`src/rtl/response_tx_queue_pkg.sv`:
```
// Shared definitions for the response transmit queue: FSM state encoding and
// the default queue depth.
package response_tx_queue_pkg;

  localparam int DEFAULT_DEPTH = 4;

  typedef enum logic [1:0] {
    IDLE      = 2'd0,
    START     = 2'd1,
    WAIT_DONE = 2'd2
  } tx_state_t;

endpackage

```
`src/rtl/byte_fifo.sv`:
```
// Circular byte FIFO with a combinational head read. Pointers wrap naturally
// because DEPTH is a power of two.
module byte_fifo
  import response_tx_queue_pkg::*;
#(
  parameter int DEPTH = DEFAULT_DEPTH
) (
  input  logic                   clock,
  input  logic                   reset,
  input  logic                   push,
  input  logic                   pop,
  input  logic [7:0]             din,
  output logic [7:0]             dout,
  output logic [$clog2(DEPTH):0] count,
  output logic                   full,
  output logic                   empty
);

  localparam int AW = $clog2(DEPTH);

  logic [7:0]    mem [DEPTH];
  logic [AW-1:0] wr_ptr;
  logic [AW-1:0] rd_ptr;
  logic          do_push;
  logic          do_pop;

  assign full    = (count == (AW + 1)'(DEPTH));
  assign empty   = (count == '0);
  assign do_pop  = pop && !empty;
  // A full queue still accepts a byte when the head leaves in the same cycle.
  assign do_push = push && (!full || do_pop);
  assign dout    = mem[rd_ptr];

  // NOTE: all sequential state is assigned with <= so every flop samples the
  // pre-edge values regardless of statement order.
  always_ff @(posedge clock) begin
    if (!reset) begin
      wr_ptr <= '0;
      rd_ptr <= '0;
      count  <= '0;
    end else begin
      if (do_push) wr_ptr <= wr_ptr + 1'b1;
      if (do_pop)  rd_ptr <= rd_ptr + 1'b1;
      case ({do_push, do_pop})
        2'b10:   count <= count + 1'b1;
        2'b01:   count <= count - 1'b1;
        default: count <= count;
      endcase
    end
  end

  // NOTE: the storage array has no reset; stale bytes are unreachable once the
  // pointers and count are cleared, and leaving it unreset lets it map to RAM.
  always_ff @(posedge clock) begin
    if (reset && do_push) mem[wr_ptr] <= din;
  end

endmodule

```
`src/rtl/response_tx_queue.sv`:
```
// Queues response bytes and hands them one at a time to a UART transmitter
// using a start/done handshake; flags any byte dropped on a full queue.
module response_tx_queue
  import response_tx_queue_pkg::*;
#(
  parameter int DEPTH = DEFAULT_DEPTH
) (
  input  logic                   clock,
  input  logic                   reset,
  input  logic                   response_ready,
  input  logic [7:0]             response,
  input  logic                   tx_busy,
  input  logic                   tx_done,
  output logic                   tx_start,
  output logic [7:0]             tx_data,
  output logic [$clog2(DEPTH):0] queue_count,
  output logic                   queue_empty,
  output logic                   overflow
);

  tx_state_t  state;
  logic       pop;
  logic       fifo_full;
  logic       fifo_empty;
  logic [7:0] fifo_dout;

  byte_fifo #(.DEPTH(DEPTH)) u_fifo (
    .clock (clock),
    .reset (reset),
    .push  (response_ready),
    .pop   (pop),
    .din   (response),
    .dout  (fifo_dout),
    .count (queue_count),
    .full  (fifo_full),
    .empty (fifo_empty)
  );

  assign queue_empty = fifo_empty;
  assign pop         = (state == IDLE) && !fifo_empty && !tx_busy;

  always_ff @(posedge clock) begin
    if (!reset) begin
      state    <= IDLE;
      tx_start <= 1'b0;
      tx_data  <= 8'h00;
      overflow <= 1'b0;
    end else begin
      if (response_ready && fifo_full && !pop) overflow <= 1'b1;

      case (state)
        IDLE: begin
          tx_start <= 1'b0;
          if (pop) begin
            state    <= START;
            tx_start <= 1'b1;
            tx_data  <= fifo_dout;
          end
        end
        START: begin
          state    <= WAIT_DONE;
          tx_start <= 1'b0;
        end
        WAIT_DONE: begin
          tx_start <= 1'b0;
          if (tx_done) state <= IDLE;
        end
        default: begin
          state    <= IDLE;
          tx_start <= 1'b0;
        end
      endcase
    end
  end

endmodule

```
`config.mk`:
```
export PLATFORM = sky130hd
export DESIGN_NAME = response_tx_queue
export DESIGN_NICKNAME = d
export VERILOG_FILES = /design/src/rtl/response_tx_queue_pkg.sv /design/src/rtl/byte_fifo.sv /design/src/rtl/response_tx_queue.sv
export SDC_FILE = /design/constraint.sdc
export NUM_CORES = 1
export LEC_CHECK = 0
export ABC_AREA = 1
export CAP_MARGIN = 10
export CORE_UTILIZATION = 40
export DETAILED_ROUTE_END_ITERATION = 6
export HOLD_SLACK_MARGIN = 0.05
export PLACE_DENSITY_LB_ADDON = 0.2
export SLEW_MARGIN = 10
export SYNTH_ARGS = -nofsm -noshare
export SYNTH_HDL_FRONTEND = slang
export SYNTH_HIERARCHICAL = 1
export SYNTH_SLANG_ARGS = --single-unit
```
`constraint.sdc`:
```
create_clock -name clock -period 4.5 [get_ports clock]
set_clock_uncertainty 0.1 [all_clocks]
set_input_delay 0.45 -clock clock [delete_from_list [all_inputs] [get_ports clock]]
set_output_delay 0.45 -clock clock [all_outputs]
set_load 0.02 [all_outputs]
```
# After elaboration in Yosys (flattened, before gate mapping)
# Memories as Yosys holds them, arrays and structs flattened. A register that Yosys moved wholly into a read port is not among the register bits.
# Index checks and enable logic that the tools add are counted.
# op_classes
add_sub_neg	4
eq_ne	7
n_bitwise	0
n_div	0
shift	0
n_mux	7
n_lt_le_gt_ge	0
mul	0
reduce_logical	19
# op_table
op	count
$logic_and A1 B1 Y1	7
$pmux W2 S3	1
$pmux W3 S2	1
$reduce_and A2 Y1	3
$logic_not A1 Y1	5
$add A2 B1 Y2 const B	2
$eq A2 B1 Y1 const B	2
$eq A2 B2 Y1 const B	2
$mux W2	2
$ne A2 B2 Y1 const B	2
$add A3 B1 Y3 const B	1
$eq A3 B3 Y1 const B	1
$logic_not A3 Y1	1
$mux W1	3
$sub A3 B1 Y3 const B	1
$logic_not A2 Y1	1
$reduce_bool A2 Y1	1
$logic_or A1 B1 Y1	1
# word_totals
n_memories	1
rom_bits	0
latch_bits	0
ramBits	32
output_inout_bits	14
inputBits	13
wordCells	44
reg_bits	11
# mem_list
name	depth	word_bits	rd	rd_clocked_by_memory_dff	write_ports	line	rtl
u_fifo.mem	4	8	1	1	1	byte_fifo.sv:21	logic [7:0] mem [DEPTH];

# Longest topological paths before layout
# logic_depth
ltp_word	10
depth_mapped	13
ltp_nobuf	13

# Cells and area by module
# Netlist, hierarchy kept.
# modules_own_cells
mod	area_each_um2	seq_area_each_um2	cells_each	instances
byte_fifo	1712.9	1141.1	144	1
response_tx_queue	481.7	240.2	59	1

# Least setup slack after synthesis
# Ideal clock, no wire load.
# synth_path
path_type	register to register
startpoint	reg u_fifo.count[2]
endpoint	mem u_fifo.mem[0][0], enable pin
path_buffers	0
t_required_ps	4029
t_arrival_ps	1933
path_stages_with_launch	13
path_slack_ps	2097
setup_time_ps	371
synth_period_minus_slack_ps	2403
cell_sequence	dfxtp_1 > inv_1 > nand2_4 > inv_1 > nor2_4 > nand2_4 > clkinv_4 > nand2_4 > nand2_2 > nand2_2 > inv_2 > nand2_2 > nor2_1
# synth_via
elab_chain_len	10
elab_cells_between_ends	12
cone_classes	eq/ne (1); mux (2); reduce/logical (9)
# synth_rtl
element	line	rtl
from (decl)	byte_fifo.sv:14	output logic [$clog2(DEPTH):0] count,
from (signal assigned)	byte_fifo.sv:45	2'b10: count <= count + 1'b1;
from (signal assigned)	byte_fifo.sv:46	2'b01: count <= count - 1'b1;
from (signal assigned)	byte_fifo.sv:47	default: count <= count;
$logic_not A3 Y1	byte_fifo.sv:28	assign empty = (count == '0);
via queue_empty	response_tx_queue.sv:17	output logic queue_empty,
$logic_not A1 Y1	response_tx_queue.sv:40	assign pop = (state == IDLE) && !fifo_empty && !tx_busy;
$logic_and A1 B1 Y1 (2 in series)	response_tx_queue.sv:40	
via pop	response_tx_queue.sv:22	logic pop;
$logic_and A1 B1 Y1	byte_fifo.sv:29	assign do_pop = pop && !empty;
$logic_or A1 B1 Y1	byte_fifo.sv:31	assign do_push = push && (!full || do_pop);
$logic_and A1 B1 Y1	byte_fifo.sv:31	
$logic_and A1 B1 Y1	byte_fifo.sv:55	if (reset && do_push) mem[wr_ptr] <= din;
$mux W1	byte_fifo.sv:55	
$mux W1 (implied by the code)	byte_fifo.sv:55	
to (decl)	byte_fifo.sv:21	
# The timed path passes the listed nets, and every way through them passes these cells.

# Final worst setup path
# layout_path
startpoint	reg u_fifo.count[1]
endpoint	mem u_fifo.mem[2][7], enable pin
# layout_via
elab_chain_len	10
elab_cells_between_ends	12
cone_classes	eq/ne (1); mux (2); reduce/logical (9)
# layout_rtl
element	line
$logic_not A3 Y1	byte_fifo.sv:28
$logic_not A1 Y1	response_tx_queue.sv:40
$logic_and A1 B1 Y1 (2 in series)	response_tx_queue.sv:40
via pop	response_tx_queue.sv:22
$logic_and A1 B1 Y1	byte_fifo.sv:29
$logic_or A1 B1 Y1	byte_fifo.sv:31
$logic_and A1 B1 Y1	byte_fifo.sv:31
$logic_and A1 B1 Y1	byte_fifo.sv:55
$mux W1	byte_fifo.sv:55
$mux W1 (implied by the code)	byte_fifo.sv:55
# The timed path passes the listed nets, and every way through them passes these cells.

==> implementation parameters <==
Parameter                              Value

Finish
  Proportion of layout cells with a drive suffix above 1    0.111
  Final core occ    0.502
  Area taken by multi-input logic gates    roughly 710 um^2
  Number of filler cells placed in the layout    between 500 and 600
  Number of antenna cells inserted    0
  Nets@finish    approximately 250
  Total area of sequential cells    between 0.001 and 0.0015 mm^2
  Growth of design area from synthesis to finish    19.1%

CTS
  Post-CTS repair timing setup buffer count    0
  Clk Tree Root Cell    sky130_fd_sc_hd__clkbuf_8
  Inserted Clock Buffers    5
  CTS tree    built
  Sinks on Clock Net    53
  CTS clock-pin slew for the worst setup and hold paths    0.09 ns
  Clk_lat worst skew    ~0.3 ns
  Count of instances resized after the clock tree is built    0
  Number of levels in the clock H-tree    2
  Number of buffers between clock root and the deepest sink    2
  Hold buffer count at CTS    0

Critical path
  Critical path, cell by cell    nor2_4, nand2_4, inv_1, nor2_4, nand2_4, clkinv_4, nand2_4, nand2_2, nand2_2, inv_2, nand2_2, nor2_1
  Sum of buffers and inverters on the critical path    3
  Worst Path Arrival    2.37 ns
  Required time of the worst setup path    4.34 ns
  Nature of the critical path endpoint    register
  Kind of critical path    reg2reg
  Cell type of the slowest stage on the worst timing path    sky130_fd_sc_hd__nor2_1
  Kind of start point of the critical path    register
  Maximum fanout along the worst path    12
  Slowest cell delay on critical path    0.56 ns
  Dominant delay contributor by cell family on the critical path    simple AND/OR/NAND/NOR gates

Synth
  Post-synthesis sequential area ratio    0.629
  Avg Cell Area, Syn    10.8 um^2
  Post-synthesis mux area share    0
  Dominant combinational cell family by area after synthesis    simple AND/OR/NAND/NOR gates
  Adder-Cell Fraction of Synth Area    0.0319
  Yosys warns    6
  Count of unique library cells instantiated by Yosys    26
  Net count after synthesis    ~220
  Fraction of the mapped netlist area in simple logic gates    0.204
  FF+latch count, synth    53
  Mapped cell area    between 0.002 and 0.0025 mm^2
  Mapped Cells    between 200 and 250
  Share of the synthesized area in compound gates (AO/OA/AOI/OAI)    0.0884
  Post-synthesis xor/xnor area fraction    0

Power and ir drop
  Cell-internal power    0.765 mW
  Net switching power    0.322 mW
  Pleak    ~0.96 nW
  Gate power share    0.229
  Peak ir drop on the vdd network    ~0.22 mV
  Switching share of power    0.296
  Power Density    ~420 mW/mm^2
  Sequential Power Share    0.532
  Overall power    1.09 mW
  Clock Power Share    0.239

Die
  Initial Util    0.422
  CORE AREA    0.00520 mm^2
  Number of top-level pins    27
  Height of the die    approximately 76 um
  Placement Rows    26
  Die X-Extent    76.1 um
  Die area    0.00579 mm^2

STA
  Final total negative setup slack    0 ns
  Minimum clock period after layout    2.52 ns
  Fin crit share    0.561
  Minimum hold slack    0.354 ns
  Peak clock frequency supported by timing    between 0.3 and 0.4 GHz
  Tightest slew margin relative to the limit    0.543
  RSZ-0062 raised after global routing    no
  Number of failing hold endpoints at the final stage    0
  Final setup violating endpoints    0
  Max-slew violation count    0
  Transition time at the pin with the least slew margin    0.682 ns

Global routing
  Sum of overflow across all layers after global routing    0
  Antenna violations before repair    0
  Wire length of the first global-routing pass    roughly 7000 um
  Vias in the first global route    1443
  Largest net degree at the start of global routing    18
  Tot GR Track Use    0.159

Place
  Routability congestion estimate from global placement    0.841
  Count of port buffers added during placement    26
  Detailed-placement wirelength estimate    3100 um

Status
  Run status    finished clean

Run
  Count of maximum capacitance violations    0

Worst hold path
  Worst min-delay path class    reg2reg

Drt
  Post-detailed-route via-to-cell ratio    4.86
  Wirelength per Cell    about 14 um
  Total Wirelength    ~4200 um
  Number of nets with antenna violations after routing    0
  Total number of vias    ~1500
  Residual DRC    0
  First-pass iteration count of the detailed router    4
  1st-iter DRT viols    104
[flip-flops by register name, indices dropped and copies added (netlist names), named ones only]
signal,cells
u_fifo/mem,32
u_fifo/wr_ptr,2
state,2
u_fifo/rd_ptr,2
tx_start,1
overflow,1
u_fifo/count,3
tx_data,8
[cell type report]
cell class	instances	area share
sequential	53	0.528
multi-input combinational	125	0.272
timing repair buffer	26	0.0996
inverter	22	0.0335
tap	70	0.0335
clock buffer	6	0.0278
clock inverter	2	0.00527
[cell families (layout without fill, tap and decap cells)]
| logic type | after synthesis | after routing |
|---|---|---|
| simple gates | 85 | 85 |
| flops | 53 | 53 |
| compound gates | 35 | 35 |
| buf+inv | 25 | 56 |
| fa+ha+maj | 5 | 5 |
[path summary, 6_finish.rpt]
check                                      from                    endpoint  slack, ns  depth (start not counted)
setup / recovery   u_fifo/count[1]$_SDFFE_PN0P_  u_fifo/mem[2][7]$_DFFE_PP_       1.98                         12
hold / removal    u_fifo/rd_ptr[1]$_SDFFE_PN0N_                    register       0.35                          1
setup reg to reg   u_fifo/count[1]$_SDFFE_PN0P_  u_fifo/mem[2][7]$_DFFE_PP_       1.98                         12
hold reg to reg   u_fifo/rd_ptr[1]$_SDFFE_PN0N_                    register       0.35                          1
[power groups by stage]
stage / registers (mW) / clock network [mW] / logic (mW)
after floorplan: 0.607 / 0 / 0.141
after global placement: 0.589 / 0 / 0.249
after detailed placement: 0.591 / 0 / 0.250
after CTS: 0.579 / 0.268 / 0.251
after global routing: 0.585 / 0.290 / 0.275
final: 0.579 / 0.260 / 0.249
[synthesized netlist by cell type (all sizes together)]
master | number | share of area
a21boi | 1 | 0.0034
o21ai | 20 | 0.046
buf | 3 | 0.0068
nand3b | 8 | 0.027
nor3 | 3 | 0.0068
nand3 | 4 | 0.015
dfxtp | 21 | 0.19
inv | 21 | 0.036
ha | 4 | 0.023
fa | 1 | 0.0091
o21a | 1 | 0.0034
edfxtp | 32 | 0.44
nand4 | 2 | 0.0086
nand2 | 20 | 0.050
a21oi | 5 | 0.013
o22ai | 8 | 0.023
nor2 | 48 | 0.096
clkinv | 1 | 0.0040
[through the flow]
| step | worst slack (ns) | cell area, um^2 | instances |
|---|---|---|---|
| after floorplan | 2.10 | 2190 | 203 |
| after global placement | 1.80 | 2530 | 296 |
| after detailed placement | 1.74 | 2530 | 296 |
| after CTS | 1.95 | 2610 | 304 |
| after global routing | 1.75 | 2610 | 304 |
| final | 1.98 | 2610 | 304 |
[layer usage]
| metal | vias to the layer above | GRT usage | routed length (um) |
|---|---|---|---|
| met5 | - | 0 | 0 |
| met4 | 0 | 0.0519 | 59 |
| met3 | 7 | 0.0383 | 231 |
| met2 | 46 | 0.259 | 1980 |
| met1 | 682 | 0.208 | 1930 |
| li1 | 742 | - | - |
[cell usage in the layout, fill, tap and decap left out, types with 4 or more instances in the layout]
cell type and instances:
sky130_fd_sc_hd__nor2_1 44, sky130_fd_sc_hd__edfxtp_1 32, sky130_fd_sc_hd__clkdlybuf4s50_1 26, sky130_fd_sc_hd__dfxtp_1 21, sky130_fd_sc_hd__o21ai_0 19, sky130_fd_sc_hd__inv_1 18
sky130_fd_sc_hd__nand2_1 12, sky130_fd_sc_hd__nand3b_1 8, sky130_fd_sc_hd__o22ai_1 8, sky130_fd_sc_hd__clkbuf_8 5, sky130_fd_sc_hd__nand2_2 5, sky130_fd_sc_hd__nor2_4 4
sky130_fd_sc_hd__a21oi_1 4, sky130_fd_sc_hd__ha_1 4
No activity file was read; power rests on OpenSTA's default activity.
==> patch (same flow settings) <==
The 3 states of `tx_state_t` get a one-hot encoding in 3 bits.
--- a/src/rtl/response_tx_queue_pkg.sv
+++ b/src/rtl/response_tx_queue_pkg.sv
@@ -4,10 +4,10 @@
 
   localparam int DEFAULT_DEPTH = 4;
 
-  typedef enum logic [1:0] {
-    IDLE      = 2'd0,
-    START     = 2'd1,
-    WAIT_DONE = 2'd2
+  typedef enum logic [2:0] {
+    IDLE      = 3'b001,
+    START     = 3'b010,
+    WAIT_DONE = 3'b100
   } tx_state_t;
 
 endpackage
Behaviour: same outputs for any inputs over 10 cycles, from zero or initial values and one cycle with reset low; not proved beyond that.
==> patch against the unedited design <==
- setup slack got worse by 100 ps
- routed wire length increased by 4.6%
- design area increased by 6.2%
- via count increased by 5.3%
- sequential cell count increased by 1
- area after synthesis increased by 7.1%
- total power increased by 6.8%
- sequential power increased by 2%
- highest routed layer unchanged
==> patch: results (changes against the unedited design) <==
Parameter                              Value

Placement
  Post-placement cell area    0.00268 mm² (+6.0%)
  Detailed Place HPWL    3.31 mm (+6.6%)
  Pre-CTS WS    1630 ps (-104 ps)
  Placed insts    321 (+8.4%)

Power
  Leakage power figure    1.04 nW (+8.5%)
  Clock distribution power    0.000278 W (+7%)
  Switching fraction of total power    31.7% (+2.1 points)
  Highest ir drop seen on vdd    201 µV (-8.0%)
  Part of the power in combinational logic    25.0% (+2.1 points)
  Power density over cell area    418 mW/mm² (+0.56%)

Finish
  Number of inserted filler cells in the final layout    524 (+4.4%)
  Registers with the highest flip-flop counts    u_fifo/mem x32, tx_data x8
  Post-layout instance count excluding filler cells    329 (+8.2%)
  Share of cells above drive strength 1    17.9% (+6.8 points)
  Final Net Count    274 (+9.2%)

Global route
  Number of global-route vias before repair    1498 (+3.8%)
  Wire length of the first global-routing pass    7.55 mm (+7.2%)
  Largest net degree at the start of global routing    20 (+2)
  Total congestion overflow    0 (unchanged)
  Total track usage    16.1% (+0.17 points)

Yosys
  Per-instance average area after synthesis    10.4 µm² (-4.3%)
  Synth Net Count    245 (+11%)
  Cell types with the highest counts after synthesis    sky130_fd_sc_hd__edfxtp_1, sky130_fd_sc_hd__nor2_1, sky130_fd_sc_hd__inv_1, sky130_fd_sc_hd__dfxtp_1, sky130_fd_sc_hd__o21ai_0
  Async set or reset register ratio after synthesis    0% (unchanged)
  Cell types occupying the most area after synthesis    sky130_fd_sc_hd__edfxtp_1, sky130_fd_sc_hd__dfxtp_1, sky130_fd_sc_hd__nor2_1, sky130_fd_sc_hd__nor2_2, sky130_fd_sc_hd__o21ai_0
  Sequential-to-total area share from yosys stat    59.6% (-3.3 points)
  Count of distinct cell types in the synthesized netlist    28 (+7.7%)

Run status
  Result of the run    finished, final reports clean

Critical path
  Data arrival time of the critical path    2470 ps (+100 ps)
  CP max stage delay    540 ps (-20 ps)

STA
  Headroom to the max-slew limit    55.7% (+1.4 points)

Route
  Detailed router's first-iteration violation count    70 (-33%)
  Total wire length    4.40 mm (+4.6%)
  Vias after detailed routing    1556 (+5.3%)

Hold path
  Hold crit path type    flip-flop to flip-flop
## patch: cell types whose count changed after synthesis, sizes merged
cell / unedited run / this run
inv: 21 / 30
nand3b: 8 / 0
nand4: 2 / 10
nand3: 4 / 10
clkinv: 1 / 6
nor2: 48 / 50
a21oi: 5 / 6
clkbuf: 0 / 1
dfxtp: 21 / 22
nand2: 20 / 21
nor3: 3 / 2
o21a: 1 / 0
## patch: worst paths after layout
kind	slack, ps	end	cells after the start	startpoint
setup / recovery	1870	u_fifo/mem[2][5]$_DFFE_PP_	12	u_fifo/count[2]$_SDFFE_PN0P_
hold / removal	350	u_fifo/rd_ptr[1]$_SDFFE_PN0N_	1	u_fifo/rd_ptr[1]$_SDFFE_PN0N_
hold reg to reg	350	u_fifo/rd_ptr[1]$_SDFFE_PN0N_	1	u_fifo/rd_ptr[1]$_SDFFE_PN0N_
setup reg to reg	1870	u_fifo/mem[2][5]$_DFFE_PP_	12	u_fifo/count[2]$_SDFFE_PN0P_
## patch: logic make-up after synthesis
group	synth area share, %
AOI/OAI and AO/OA	8.15
adders and majority gates	2.98
buffers and inverters	6.82
DFF	59.6
and+or+nand+nor	22.4
## patch: cell type report
| class | instances | area share, % |
|---|---|---|
| clock inverters | 3 | 0.947 |
| repair buffers | 26 | 9.38 |
| clock buffers | 5 | 2.48 |
| flip-flops and latches | 54 | 50.5 |
| well taps | 72 | 3.25 |
| multi-input cells | 133 | 28.4 |
| inverters | 36 | 5.05 |
## patch: critical path, delay by kind of cell, from the launching register on
family | cells | cell delay (ps)
buf+inv | 4 | 410
flops | 1 | 380
simple gates | 8 | 1370
## patch: metal layers
metal  vias up  global-route usage, %  part of all wire [%]
met1       701                   22.0                    49
met5         -                      0                     0
met3         8                   3.95                   4.5
met2        33                   24.8                    45
met4         0                   5.00                   1.7
li1        814                      -                     -
